<file path="src/rtl/decode_issue.sv">
// decode_issue: RV32I ALU-subset decode and issue stage.
//   Decodes R-type and I-type ALU instructions and reads operands from a
//   32x32 register file. A per-register busy scoreboard stalls any
//   instruction whose source register still awaits writeback. Each accepted
//   op is handed to Exec over a valid/ready handshake with one cycle of
//   latency. Unsupported encodings are accepted and dropped, and `illegal`
//   pulses for one cycle.
// Ports:
//   clk, rst                       clock, async active-high reset
//   instr, instr_valid/instr_ready instruction input handshake
//   wb_en, wb_addr, wb_data        writeback: regfile write + busy clear
//   Operand1, Operand2, Operation  issued op toward Exec
//   rd, out_valid/out_ready        destination + issue handshake
//   illegal                        one-cycle pulse for a dropped encoding
// Config macro: WB_BYPASS_EN -- forward a same-cycle writeback into the
//   operand read instead of stalling for one cycle.
module decode_issue (
    input  logic        clk,
    input  logic        rst,
    input  logic [31:0] instr,
    input  logic        instr_valid,
    output logic        instr_ready,
    input  logic        wb_en,
    input  logic [4:0]  wb_addr,
    input  logic [31:0] wb_data,
    output logic [31:0] Operand1,
    output logic [31:0] Operand2,
    output logic [3:0]  Operation,
    output logic [4:0]  rd,
    output logic        out_valid,
    input  logic        out_ready,
    output logic        illegal
);
    localparam logic [3:0] OP_ADD = 4'd0, OP_SUB = 4'd1, OP_AND = 4'd2,
                           OP_OR  = 4'd3, OP_XOR = 4'd4, OP_SLL = 4'd5,
                           OP_SRL = 4'd6, OP_SRA = 4'd7, OP_SLT = 4'd8;
    localparam logic [6:0] OPC_R = 7'b0110011, OPC_I = 7'b0010011;
    localparam logic [6:0] F7_0 = 7'b0000000, F7_ALT = 7'b0100000;

    logic [31:0] regs_q [32];
    logic [31:0] busy_q;
    logic [31:0] op1_q, op2_q;
    logic [3:0]  op_q;
    logic [4:0]  rd_q;
    logic        out_valid_q, illegal_q;

    wire [6:0] opcode = instr[6:0];
    wire [2:0] f3     = instr[14:12];
    wire [6:0] f7     = instr[31:25];
    wire [4:0] rs1    = instr[19:15];
    wire [4:0] rs2    = instr[24:20];
    wire       is_r   = (opcode == OPC_R);
    wire       is_i   = (opcode == OPC_I);

    logic        legal;
    logic [3:0]  op_d;
    logic [31:0] imm;

    // Decode. R-type ALT funct7 selects SUB/SRA; shift-immediates need a
    // valid funct7 as well, so anything else falls through as illegal.
    always_comb begin
        legal = 1'b0;
        op_d  = OP_ADD;
        case (f3)
            3'b000: begin
                if (is_i || f7 == F7_0) begin legal = 1'b1; op_d = OP_ADD; end
                else if (f7 == F7_ALT)  begin legal = 1'b1; op_d = OP_SUB; end
            end
            3'b111: begin legal = 1'b1; op_d = OP_AND; end
            3'b110: begin legal = 1'b1; op_d = OP_OR;  end
            3'b100: begin legal = 1'b1; op_d = OP_XOR; end
            3'b010: begin legal = 1'b1; op_d = OP_SLT; end
            3'b001: begin legal = (f7 == F7_0); op_d = OP_SLL; end
            3'b101: begin
                if (f7 == F7_0)        begin legal = 1'b1; op_d = OP_SRL; end
                else if (f7 == F7_ALT) begin legal = 1'b1; op_d = OP_SRA; end
            end
            default: ;
        endcase
        // R/I funct3 legality differs only for 000 (I has no SUB form).
        if (is_i && f3 == 3'b000) op_d = OP_ADD;
        if (!(is_r || is_i)) legal = 1'b0;
        // Shifts take a 5-bit unsigned amount; everything else sign-extends.
        if (f3 == 3'b001 || f3 == 3'b101) imm = {27'd0, instr[24:20]};
        else                              imm = {{20{instr[31]}}, instr[31:20]};
    end

    // Operand read and hazard detection. x0 is never busy and never written.
    wire use1  = legal;
    wire use2  = legal && is_r;
    wire hit1  = wb_en && (wb_addr == rs1) && (rs1 != 5'd0);
    wire hit2  = wb_en && (wb_addr == rs2) && (rs2 != 5'd0);
    logic [31:0] rs1_val, rs2_val;
    logic        stall;
    always_comb begin
`ifdef WB_BYPASS_EN
        rs1_val = hit1 ? wb_data : regs_q[rs1];
        rs2_val = hit2 ? wb_data : regs_q[rs2];
        stall   = (use1 && busy_q[rs1] && !hit1) || (use2 && busy_q[rs2] && !hit2);
`else
        // Without forwarding a source being written this cycle waits one
        // cycle and then reads the freshly written register file.
        rs1_val = regs_q[rs1];
        rs2_val = regs_q[rs2];
        stall   = (use1 && (busy_q[rs1] || hit1)) || (use2 && (busy_q[rs2] || hit2));
`endif
    end

    assign instr_ready = !rst && !stall && (!out_valid_q || out_ready);
    wire accept = instr_valid && instr_ready;
    wire issue  = accept && legal;
    wire [4:0] dst = instr[11:7];

    always_ff @(posedge clk or posedge rst) begin
        if (rst) begin
            out_valid_q <= 1'b0;
            illegal_q   <= 1'b0;
            op1_q       <= '0;
            op2_q       <= '0;
            op_q        <= '0;
            rd_q        <= '0;
            busy_q      <= '0;
            for (int i = 0; i < 32; i++) regs_q[i] <= '0;
        end else begin
            illegal_q <= accept && !legal;
            if (issue) begin
                out_valid_q <= 1'b1;
                op1_q       <= rs1_val;
                op2_q       <= is_r ? rs2_val : imm;
                op_q        <= op_d;
                rd_q        <= dst;
            end else if (out_ready) begin
                out_valid_q <= 1'b0;
            end
            if (wb_en && wb_addr != 5'd0) begin
                regs_q[wb_addr] <= wb_data;
                busy_q[wb_addr] <= 1'b0;
            end
            // Placed after the clear so a same-cycle issue keeps the bit set.
            if (issue && dst != 5'd0) busy_q[dst] <= 1'b1;
        end
    end

    assign Operand1  = op1_q;
    assign Operand2  = op2_q;
    assign Operation = op_q;
    assign rd        = rd_q;
    assign out_valid = out_valid_q;
    assign illegal   = illegal_q;
endmodule
</file>
<file path="config.mk">
export PLATFORM = sky130hd
export DESIGN_NAME = decode_issue
export DESIGN_NICKNAME = d
export VERILOG_FILES = /design/src/rtl/decode_issue.sv
export SDC_FILE = /design/constraint.sdc
export NUM_CORES = 2
export LEC_CHECK = 0
export BUFFER_PORTS_ARGS = -buffer_cell sky130_fd_sc_hd__buf_2
export CAP_MARGIN = 20
export CORE_AREA = 5 5 250 495
export DETAILED_ROUTE_END_ITERATION = 10
export DIE_AREA = 0 0 255 500
export PLACE_DENSITY = 0.7
export SYNTH_ARGS = -nofsm -noshare
export SYNTH_HDL_FRONTEND = slang
export SYNTH_SLANG_ARGS = --single-unit
</file>
<file path="constraint.sdc">
create_clock -name clk -period 54.8 [get_ports clk]
set_input_delay 5.48 -clock clk [delete_from_list [all_inputs] [get_ports clk]]
set_output_delay 5.48 -clock clk [all_outputs]
set_load 0.02 [all_outputs]
</file>
==> results.cfg <==
[sta]
drv_slew = 0
fin_skew_ns = 0.03353
setup_viol = 0
worst_slack_ns = 40.73
relSlewSlack_pct = 22.42
grt_setup_unrepaired = false
min_period_over_period_pct = 25.68
hold_violations = 0
setup_tns_ns = 0
worst_slew_pin_slew_ns = 1.164
max_freq_mhz = 71.05
period_minus_slack_ns = 14.07

[synthesis]
synth_fp_nets = 3862
synthTopCellsByCount = dfrtp_1, mux2_2, mux4_2, clkbuf_1, nand2_1
yosysUniqueCellTypes = 55
synth.area.top_cells = dfrtp_1, mux4_2, mux2_2
yosysSeqAreaShare_pct = 47.85
synth_top_area_share_pct = 47.85
synth_edf_count = 0
avgSynthCellArea_um2 = 15.61
yosys.area.top_type = dfrtp_1
yosysWarningCount = 0
synth-seq-cells = 1131
syn-cell-area_mm2 = 0.05915
synth_cells = 3788
yosysMostFrequentCell = dfrtp_1
synth-async-reset-ratio_pct = 100.0
yosys_most_used_dff = dfrtp_1

[floorplanning]
initial_core_util_pct = 49.64
num_io_pins = 150
fp.dieArea_mm2 = 0.1275
num_rows = 179
core_area_mm2 = 0.1191
die_y_um = 500
die_w_um = 255

[placed_design]
pre_cts_slack_ns = 40.68
hpwl_um = 95840
io_buffers = 149
gp_congestion = 0.8578

[grt]
antenna_found_initial = 10
grt_max_degree = 158
grtUsageTotal_pct = 27.49
grt_pass1_wl_um = 260000
grt_pass1_vias = 38250
grt_overflow = 0

[route]
wl_per_cell_um = 32.72
final_antenna_net_count = 0
drc = 0
drt_wl_total_um = 173900
vias = 35800
drt-initial-drc-count = 3122
firstDrtPassIters = 5
via_per_inst = 6.735

[cts]
htree_levels = 3
clock_sinks = 1131
holdBufCountCts = 0
cts_buffers = 101
clock_latency_ns = 0.73
root_buffer = clkbuf_16
post_cts_buffers = 0
cts_buffer_depth = 3
cts.clk_slew.worst_paths_ns = 0.06
cts_tree = built
cts_resized = 0

[worst_hold_path]
min_to = regs_q[993]$_DFFE_PP0P_
hold_path_class = register to register
worstHoldStart = regs_q[993]$_DFFE_PP0P_
holdPathStages = 0

[power]
p_leak_uw = 0.02817
p_per_area_mw_per_mm2 = 35.86
power.ir.vdd_worst_mv = 0.02145

[setup_path]
rr_endpoint = Operand2[24]$_DFFE_PP0P_
crit_path_max_incr_delay_ns = 0.65
crit_required_ns = 49.32
reg2reg_depth = 7
cp.arrival_ns = 8.59
startpoint_type = primary input
worstSetupPathType = primary input to output port
cp_slowest_cell = buf_12
r2r-start = busy_q[23]$_DFF_PP0_
r2r_slack_ns = 51.52
path_max_fanout = 140
crit_chain = buf_8, buf_12, mux4_2, nand2b_1, nand4b_1, nand4_1, o31a_1, nor3_1, buf_2
end_kind = output port

[layout]
syn2layout_area_growth_pct = 9.299
layout.nets = 3762
drive_above_1_share_pct = 56.54

[outcome]
status = finished clean

[job]
maxCapViolCount = 0
report_power, final:
part	switching (uW)	internal, uW	leakage [uW]	total, uW
clock	334	447	0.00179	780
combinational	170	280	0.0118	451
sequential	106	981	0.0146	1090
total	610	1710	0.0282	2320
placed cells by master, fill, tap and decap left out, types with 5 or more instances in the layout:
master,n
bufinv_16,14
clkbuf_8,24
mux4_2,598
buf_2,140
nor2_4,12
a22oi_1,15
buf_16,5
nand3_1,15
nand2_4,11
nand2_1,112
inv_1,25
o211ai_1,9
clkbuf_16,104
o21ai_0,46
clkbuf_1,13
o21ai_1,9
or3_1,6
nor2_1,20
mux2_2,1100
mux2_1,5
nor2b_1,12
a31oi_1,10
buf_4,60
mux2_4,5
o22ai_1,25
mux2i_1,68
nand2b_1,17
nor3b_1,5
xor2_1,6
clkinv_2,21
diode_2,6
a21oi_1,34
and2_1,6
or2_2,5
nor3_1,11
dfrtp_1,1131
how the worst max path moves through the flow:
stage,depth (start not counted),endpoint,slack (ns),start
floorplan,1,Operand1[0]$_DFFE_PP0P_,17.47,rst
global placement,9,instr_ready,40.66,instr[16]
detailed placement,9,instr_ready,40.68,instr[16]
CTS,9,instr_ready,40.69,instr[16]
global route,9,instr_ready,40.55,instr[16]
finish,9,instr_ready,40.73,instr[16]
per-stage QoR:
stage	hold slack [ns]	cell area, um2	util [%]	std cells	total power (uW)
floorplan	0.4413	59150	-	3788	1429
global placement	0.3763	60880	51.10	5118	1528
detailed placement	0.3833	60880	51.10	5118	1551
CTS	0.3975	64500	54.13	5304	2331
global route	0.4048	64640	54.25	5310	2408
finish	0.3941	64650	54.26	5315	2318
cell type report:
type	count	area (um2)
diodes	6	15.01
clock buffers	141	2982
clock inverters	45	631.9
fillers	9508	54500
inverters	27	108.9
multi-input cells	2212	29230
flip-flops and latches	1131	28300
well taps	1538	1924
repair buffers	215	1451
logic make-up after synthesis:
group	share of synthesized area, %
buffers and inverters	3.097
XOR/XNOR	0.1481
multiplexers	45.08
AND/OR/NAND/NOR	2.149
AO/OA/AOI/OAI	1.671
flip-flops	47.85
metal layers:
metal	vias to the layer above	global-route usage [%]	part of all wire, %
met3	479	5.030	6.6
met1	19490	34.92	37
li1	14380	-	-
met5	-	0	0.029
met2	1442	45.43	50
met4	6	13.84	6.1
state kept, by name, summed over array words and instances, names as in the netlist:
register,flops
Operand1,32
rd,5
Operation,4
busy_q,32
out_valid,1
regs_q,1024
Operand2,32
illegal,1
worst max-delay path, delay by kind of cell:
family / cells / cell delay, ns
buffers and inverters: 3 / 1.38
and+or+nand+nor: 4 / 0.67
muxes: 1 / 0.59
AOI/OAI and AO/OA: 1 / 0.34
Note: power is estimated with default switching activity, not from simulation.
